[src/rtl/vram_pkg.sv]
// Shared types for the host-side VRAM writer: op codes, mode word layout, FSM states.
// Latency: n/a (declarations only).
// Backpressure: n/a (declarations only).
package vram_pkg;

  // Default VRAM address width (8 KiB).
  localparam int VRAM_ADDR_W = 13;

  typedef enum logic [1:0] {
    OP_WRITE = 2'b00,
    OP_FILL  = 2'b01,
    OP_MODE  = 2'b10,
    OP_RSVD  = 2'b11
  } op_e;

  // Field order matches the host mode word {css, gm[2:0], ag} in bits [4:0].
  typedef struct packed {
    logic       css;
    logic [2:0] gm;
    logic       ag;
  } mode_t;

  typedef enum logic {
    S_IDLE = 1'b0,
    S_FILL = 1'b1
  } state_e;

endpackage

[src/rtl/vram_wr_fifo.sv]
// Synchronous FIFO queuing pending byte writes ({addr, data} entries).
// Latency: pushed entry is visible at head the cycle after the push.
// Backpressure: full blocks further pushes; pop when empty is ignored.
//
// Ports: clk/rst (async active-high, resets to empty); push/push_dat;
// pop/head_dat (head is combinational from storage); full, empty, count.
module vram_wr_fifo #(
  parameter  int DEPTH = 4,
  parameter  int W     = 21,
  localparam int AW    = $clog2(DEPTH),
  localparam int CW    = AW + 1
) (
  input  logic          clk,
  input  logic          rst,
  input  logic          push,
  input  logic [W-1:0]  push_dat,
  input  logic          pop,
  output logic [W-1:0]  head_dat,
  output logic          full,
  output logic          empty,
  output logic [CW-1:0] count
);

  logic [W-1:0]  mem_q [DEPTH];
  logic [AW-1:0] wr_ptr_q, wr_ptr_d;
  logic [AW-1:0] rd_ptr_q, rd_ptr_d;
  logic [CW-1:0] cnt_q, cnt_d;
  logic          do_push, do_pop;

  assign full     = (cnt_q == CW'(DEPTH));
  assign empty    = (cnt_q == '0);
  assign count    = cnt_q;
  assign head_dat = mem_q[rd_ptr_q];
  assign do_push  = push & ~full;
  assign do_pop   = pop & ~empty;

  // Pointers wrap naturally because DEPTH is a power of two.
  always_comb begin
    wr_ptr_d = wr_ptr_q + AW'(do_push);
    rd_ptr_d = rd_ptr_q + AW'(do_pop);
    cnt_d    = cnt_q + CW'(do_push) - CW'(do_pop);
  end

  always_ff @(posedge clk or posedge rst) begin
    if (rst) begin
      wr_ptr_q <= '0;
      rd_ptr_q <= '0;
      cnt_q    <= '0;
    end else begin
      wr_ptr_q <= wr_ptr_d;
      rd_ptr_q <= rd_ptr_d;
      cnt_q    <= cnt_d;
    end
  end

  // Storage needs no reset: only entries between the pointers are ever read.
  always_ff @(posedge clk) begin
    if (do_push) begin
      mem_q[wr_ptr_q] <= push_dat;
    end
  end

endmodule

[src/rtl/vram_write_ctrl.sv]
// Host-side VRAM writer: byte writes via FIFO, block fills, frame-synchronous mode registers.
// Latency: write strobe is registered, earliest the cycle after accept, only after a free fetch slot.
// Backpressure: write stalls on full FIFO; fill stalls unless idle and FIFO empty; mode/reserved never stall.
//
// Ports: pixel_clock, reset (async active-high); host_valid/host_ready/host_op/
// host_addr/host_data/host_len command channel; fetch_phase, frame_start from display;
// vram_we/vram_waddr/vram_wdata write port; ag/gm/css active mode; busy status.
module vram_write_ctrl
  import vram_pkg::*;
#(
  parameter int ADDR_W     = VRAM_ADDR_W,
  parameter int FIFO_DEPTH = 4
) (
  input  logic              pixel_clock,
  input  logic              reset,
  input  logic              host_valid,
  output logic              host_ready,
  input  logic [1:0]        host_op,
  input  logic [ADDR_W-1:0] host_addr,
  input  logic [7:0]        host_data,
  input  logic [ADDR_W-1:0] host_len,
  input  logic [3:0]        fetch_phase,
  input  logic              frame_start,
  output logic              vram_we,
  output logic [ADDR_W-1:0] vram_waddr,
  output logic [7:0]        vram_wdata,
  output logic              ag,
  output logic [2:0]        gm,
  output logic              css,
  output logic              busy
);

  localparam int EW = ADDR_W + 8;
  localparam int CW = $clog2(FIFO_DEPTH) + 1;

  state_e            state_q, state_d;
  logic [ADDR_W-1:0] f_addr_q, f_addr_d;
  logic [ADDR_W-1:0] f_cnt_q, f_cnt_d;
  logic [7:0]        f_data_q, f_data_d;
  logic              we_q, we_d;
  logic [ADDR_W-1:0] waddr_q, waddr_d;
  logic [7:0]        wdata_q, wdata_d;
  mode_t             pend_q, pend_d;
  logic              pend_vld_q, pend_vld_d;
  mode_t             mode_q, mode_d;
  logic              busy_q, busy_d;

  logic              slot_ok;
  logic              acc, acc_wr, acc_fill, acc_mode;
  logic              bypass;
  logic              fifo_push, fifo_pop, fifo_full, fifo_empty;
  logic [EW-1:0]     fifo_head;
  logic [CW-1:0]     fifo_cnt, fifo_cnt_nxt;
  logic [ADDR_W-1:0] head_addr;
  logic [7:0]        head_data;

  // Phases 1..3 are when the display owns the VRAM port.
  assign slot_ok = !(fetch_phase inside {4'd1, 4'd2, 4'd3});

  always_comb begin
    host_ready = 1'b1;
    case (op_e'(host_op))
      OP_WRITE: host_ready = ~fifo_full;
      // Fill only starts once every earlier byte has been committed.
      OP_FILL:  host_ready = (state_q == S_IDLE) && fifo_empty;
      default:  host_ready = 1'b1;
    endcase
  end

  assign acc      = host_valid & host_ready;
  assign acc_wr   = acc && (op_e'(host_op) == OP_WRITE);
  assign acc_fill = acc && (op_e'(host_op) == OP_FILL);
  assign acc_mode = acc && (op_e'(host_op) == OP_MODE);

  assign {head_addr, head_data} = fifo_head;

  // A write arriving to an idle, empty queue during a free slot goes straight
  // to the VRAM registers so it lands the next cycle; ordering is preserved
  // because nothing older can be waiting.
  assign bypass    = (state_q == S_IDLE) && fifo_empty && slot_ok && acc_wr;
  assign fifo_push = acc_wr && !bypass;

  vram_wr_fifo #(
    .DEPTH (FIFO_DEPTH),
    .W     (EW)
  ) u_fifo (
    .clk      (pixel_clock),
    .rst      (reset),
    .push     (fifo_push),
    .push_dat ({host_addr, host_data}),
    .pop      (fifo_pop),
    .head_dat (fifo_head),
    .full     (fifo_full),
    .empty    (fifo_empty),
    .count    (fifo_cnt)
  );

  always_comb begin
    state_d  = state_q;
    f_addr_d = f_addr_q;
    f_cnt_d  = f_cnt_q;
    f_data_d = f_data_q;
    we_d     = 1'b0;
    waddr_d  = waddr_q;
    wdata_d  = wdata_q;
    fifo_pop = 1'b0;

    case (state_q)
      S_IDLE: begin
        if (acc_fill) begin
          f_addr_d = host_addr;
          f_cnt_d  = host_len;
          f_data_d = host_data;
          state_d  = S_FILL;
        end else if (slot_ok && !fifo_empty) begin
          fifo_pop = 1'b1;
          we_d     = 1'b1;
          waddr_d  = head_addr;
          wdata_d  = head_data;
        end else if (bypass) begin
          we_d     = 1'b1;
          waddr_d  = host_addr;
          wdata_d  = host_data;
        end
      end
      S_FILL: begin
        // The queue is deliberately left alone here; bytes accepted during
        // the fill must land after it.
        if (f_cnt_q == '0) begin
          state_d = S_IDLE;
        end else if (slot_ok) begin
          we_d     = 1'b1;
          waddr_d  = f_addr_q;
          wdata_d  = f_data_q;
          f_addr_d = f_addr_q + ADDR_W'(1);
          f_cnt_d  = f_cnt_q - ADDR_W'(1);
        end
      end
      default: state_d = S_IDLE;
    endcase
  end

  // Pending mode is consumed at frame start; a set-mode in the same cycle
  // becomes the next pending value rather than being applied now.
  always_comb begin
    pend_d     = pend_q;
    pend_vld_d = pend_vld_q;
    mode_d     = mode_q;
    if (frame_start && pend_vld_q) begin
      mode_d     = pend_q;
      pend_vld_d = 1'b0;
    end
    if (acc_mode) begin
      pend_d     = mode_t'(host_data[4:0]);
      pend_vld_d = 1'b1;
    end
  end

  // busy includes the strobe being launched so it drops the cycle after it.
  assign fifo_cnt_nxt = fifo_cnt + CW'(fifo_push) - CW'(fifo_pop);
  assign busy_d       = (state_d != S_IDLE) || (fifo_cnt_nxt != '0) || we_d;

  always_ff @(posedge pixel_clock or posedge reset) begin
    if (reset) begin
      state_q    <= S_IDLE;
      f_addr_q   <= '0;
      f_cnt_q    <= '0;
      f_data_q   <= '0;
      we_q       <= 1'b0;
      waddr_q    <= '0;
      wdata_q    <= '0;
      pend_q     <= '0;
      pend_vld_q <= 1'b0;
      mode_q     <= '0;
      busy_q     <= 1'b0;
    end else begin
      state_q    <= state_d;
      f_addr_q   <= f_addr_d;
      f_cnt_q    <= f_cnt_d;
      f_data_q   <= f_data_d;
      we_q       <= we_d;
      waddr_q    <= waddr_d;
      wdata_q    <= wdata_d;
      pend_q     <= pend_d;
      pend_vld_q <= pend_vld_d;
      mode_q     <= mode_d;
      busy_q     <= busy_d;
    end
  end

  assign vram_we    = we_q;
  assign vram_waddr = waddr_q;
  assign vram_wdata = wdata_q;
  assign ag         = mode_q.ag;
  assign gm         = mode_q.gm;
  assign css        = mode_q.css;
  assign busy       = busy_q;

endmodule

[config.mk]
export PLATFORM = sky130hd
export DESIGN_NAME = vram_write_ctrl
export DESIGN_NICKNAME = d
export VERILOG_FILES = /design/src/rtl/vram_pkg.sv /design/src/rtl/vram_wr_fifo.sv /design/src/rtl/vram_write_ctrl.sv
export SDC_FILE = /design/constraint.sdc
export NUM_CORES = 1
export LEC_CHECK = 0
export ABC_AREA = 1
export CORE_MARGIN = 2
export CORE_UTILIZATION = 33
export CTS_BUF_LIST = sky130_fd_sc_hd__clkbuf_8
export CTS_CLUSTER_DIAMETER = 120
export CTS_CLUSTER_SIZE = 25
export DETAILED_ROUTE_END_ITERATION = 10
export SYNTH_ARGS = -nofsm -noshare
export SYNTH_HDL_FRONTEND = slang
export SYNTH_HIERARCHICAL = 1
export SYNTH_SLANG_ARGS = --single-unit
[constraint.sdc]
create_clock -name pixel_clock -period 3.1 [get_ports pixel_clock]
set_input_delay 0.62 -clock pixel_clock [delete_from_list [all_inputs] [get_ports pixel_clock]]
set_output_delay 0.62 -clock pixel_clock [all_outputs]
set_load 0.1 [all_outputs]
==> out/metrics.yaml <==
yosys:
  synth_cells: 846
  synth_largest_area_cell: "edfxtp_1"
  synth_seq_cells: 160
  synth_cell_types: 41
  synth.cell_area_um2: 7620
  yosysSeqAreaShare_pct: 58.1
  synth_edf_count: 84
  syn_avg_cell_area_um2: 9.01
  async_flop_share_pct: 47.5
  synth_ff_type: "edfxtp_1"
  synth_top_area_share_pct: 33.1
  netlist_top_cells_area: "edfxtp_1 33%, dfrtp_1 25%, nand2_1 12%"
  syn-num-nets: 898
  yosys_warnings: 6
hold_path:
  hold_path.class: "in -> async"
power:
  seqPwrFrac_pct: 34.5
  p_sw_mw: 4.16
  clockPowerShare_pct: 17.6
  powerDensity_nw_per_um2: 980
  combPwrFrac_pct: 47.9
  p_leak_nw: 3.96
  switching_share_pct: 47.3
  peakVddDrop_mv: 0.498
  internal-power_mw: 4.63
sta:
  maxSlewHeadroom_pct: 57.9
  setup_viol: 0
  rsz0062_at_grt: "no"
  fin_ws_ns: 0.387
  post-route-period-util_pct: 87.5
  skew_ns: 0.0110
  worst_slew_pin_slew_ns: 0.630
  final.setup.tns_ns: 0
  final-hold-violation-count: 0
  period_needed_ns: 2.71
  fin_worst_hold_slack_ns: 0.478
  timing.fmax_ghz: 0.369
  slew_viol_final: 0
critical_path:
  path_cells: "nor2_1 > nand2_1 > inv_1 > inv_1 > nand3_1 > inv_1 > ha_1 > inv_1 > ha_1 > fa_1 > nor2_1 > o21ai_0 > nor2_1 > nand3_1"
  crit_top_cell: "inv_1"
  worstPathMaxFanout: 11
  max_stage_delay_ns: 0.46
  arrival_ns: 3.04
  crit_type: "reg -> reg"
  cp_slowest_cell: "dfrtp_1"
  crit_family: "adder cells"
  cp-start-kind: "flip-flop"
  crit_required_ns: 3.43
  cp-end-kind: "flip-flop"
  worst-path-buf-inv: 4
routing:
  dr.pass1.iters: 5
  vias_per_cell: 4.82
  first_iter_violations: 472
  drt-wirelength-per-cell_um: 15.3
  antenna_left: 0
  drc: 0
  wl_mm: 18.6
  routed-via-count: 5856
placement:
  portBuffers: 72
  place.gp.congestion: 0.806
  pre_cts_slack_ns: 0.161
  dpl.hpwl_mm: 12.6
  placed_cells: 1184
finish:
  fin_cells: 1216
  final_nets: 970
  seqCellArea_um2: 4420
  fillers: 2226
  layout-drive-gt1-share_pct: 12.0
  area_delta_synth_final_pct: 17.8
  multi_input_area_um2: 2730
  fin_util_pct: 39.7
  diodes: 0
global_route:
  grt_pass1_wl_mm: 29.8
  grtUsageTotal_pct: 15.9
  grt_pass1_vias: 5699
  antenna_found_initial: 0
  grt-ovfl-total: 0
  grt_max_degree: 46
floorplanning:
  initial_utilization_pct: 33.7
  core_um2: 22600
  pin_count: 73
  rows: 55
  fp.dieH_um: 156
  die_x_um: 156
  die-area_um2: 24300
cts:
  cts_max_level: 4
  ctsHoldBuffers: 0
  cts_resized: 0
  ctsLongestPathBuffers: 2
  cts_buffers: 17
  clkSinkCount: 160
  cts_tree: "yes"
  cts_setup_buffers: 0
  clkLatencyLatePin_ns: 0.46
  path_clk_slew_ns: 0.09
  clock-root-buffer: "clkbuf_8"
flow_run:
  drv_cap: 0
status:
  status: "finished clean"
==> through the flow <==
stage	power [mW]	instance area (um^2)
floorplan	6.35	7620
global placement	7.26	8580
detailed placement	7.33	8580
CTS	8.88	8980
global route	9.46	8980
finish	8.80	8980
==> synthesized netlist by cell type (6+ instances only) <==
library cell / instances
a31oi_1: 9
buf_6: 9
nand4_1: 6
nand3_1: 51
nand2_1: 253
buf_2: 15
mux2_2: 8
o21ai_1: 66
edfxtp_1: 84
buf_4: 6
ha_1: 6
inv_1: 51
nor2_1: 105
dfrtp_1: 76
clkbuf_1: 7
o21ai_0: 49
==> final timing paths <==
path / depth (start not counted) / startpoint / end / slack [ns]
setup reg to reg: 14 / u_fifo/count[1] / busy / 0.39
hold reg to reg: 2 / pend_q[3] / pend_q[3] / 0.50
setup / recovery: 14 / u_fifo/count[1] / busy / 0.39
hold / removal: 2 / reset / u_fifo/count[1] / 0.48
min in group pixel_clock: 2 / pend_q[3] / pend_q[3] / 0.50
max in group asynchronous: 3 / reset / f_addr_q[5] / 1.85
==> area by class of cell <==
cell class,count,area share (%)
well taps,285,3.97
multi-input cells,589,30.4
clock buffers,17,2.61
flip-flops and latches,160,49.3
clock inverters,15,1.78
inverters,57,2.41
repair buffers,93,9.53
==> state kept, by name, indices dropped and copies added, names as in the netlist <==
| signal | cells |
|---|---|
| u_fifo/mem_q | 84 |
| f_addr_q | 13 |
| f_cnt_q | 13 |
| vram_waddr | 13 |
| f_data_q | 8 |
| vram_wdata | 8 |
| pend_q | 5 |
| gm | 3 |
| u_fifo/count | 3 |
| u_fifo/rd_ptr_q | 2 |
| u_fifo/wr_ptr_q | 2 |
| ag | 1 |
| busy | 1 |
| css | 1 |
| pend_vld_q | 1 |
| state_q | 1 |
| vram_we | 1 |
==> placed cells by master, fill, tap and decap left out, drive strengths merged, types with 3 or more instances in the layout <==
cell	synthesis	layout
or2	3	3
a21oi	4	4
a31oi	9	9
mux2	8	8
inv	57	63
buf	32	50
clkinv	0	5
dfrtp	76	76
nor3	3	3
nand4	7	7
nand2	257	257
o21ai	116	116
a21boi	5	5
edfxtp	84	84
ha	6	6
clkdlybuf4s50	0	43
nand3	52	52
nor2	107	107
clkbuf	8	17
==> cell families after synthesis <==
kind of cell | share of synthesized area, %
simple gates | 22.9
flops | 58.1
compound gates | 9.74
buf+inv | 6.26
mux | 1.18
fa+ha+maj | 1.51
xor+xnor | 0.345
==> layer usage <==
layer / vias to the layer above / track usage (%) / share of wire [%]
met1: 2780 / 21.1 / 46
li1: 2940 / - / -
met5: - / 0 / 0
met3: 15 / 3.33 / 3.8
met2: 121 / 26.5 / 49
met4: 0 / 4.46 / 1.3
==> worst reg2reg max path, stage by stage (launching register included) <==
cell	delay, ns
dfrtp_1	0.46
nor2_1	0.21
nand2_1	0.13
inv_1	0.09
inv_1	0.16
nand3_1	0.17
inv_1	0.11
ha_1	0.29
inv_1	0.04
ha_1	0.18
fa_1	0.43
nor2_1	0.10
o21ai_0	0.08
nor2_1	0.08
nand3_1	0.07
==> power groups by stage <==
stage               clock [mW]  combinational [mW]  sequential, mW
finish                    1.55                4.21            3.04
global route              1.67                4.71            3.09
CTS                       1.58                4.26            3.04
detailed placement           0                4.25            3.07
global placement             0                4.19            3.07
floorplan                    0                2.42            3.93
Note: power is estimated with default switching activity, not from simulation.
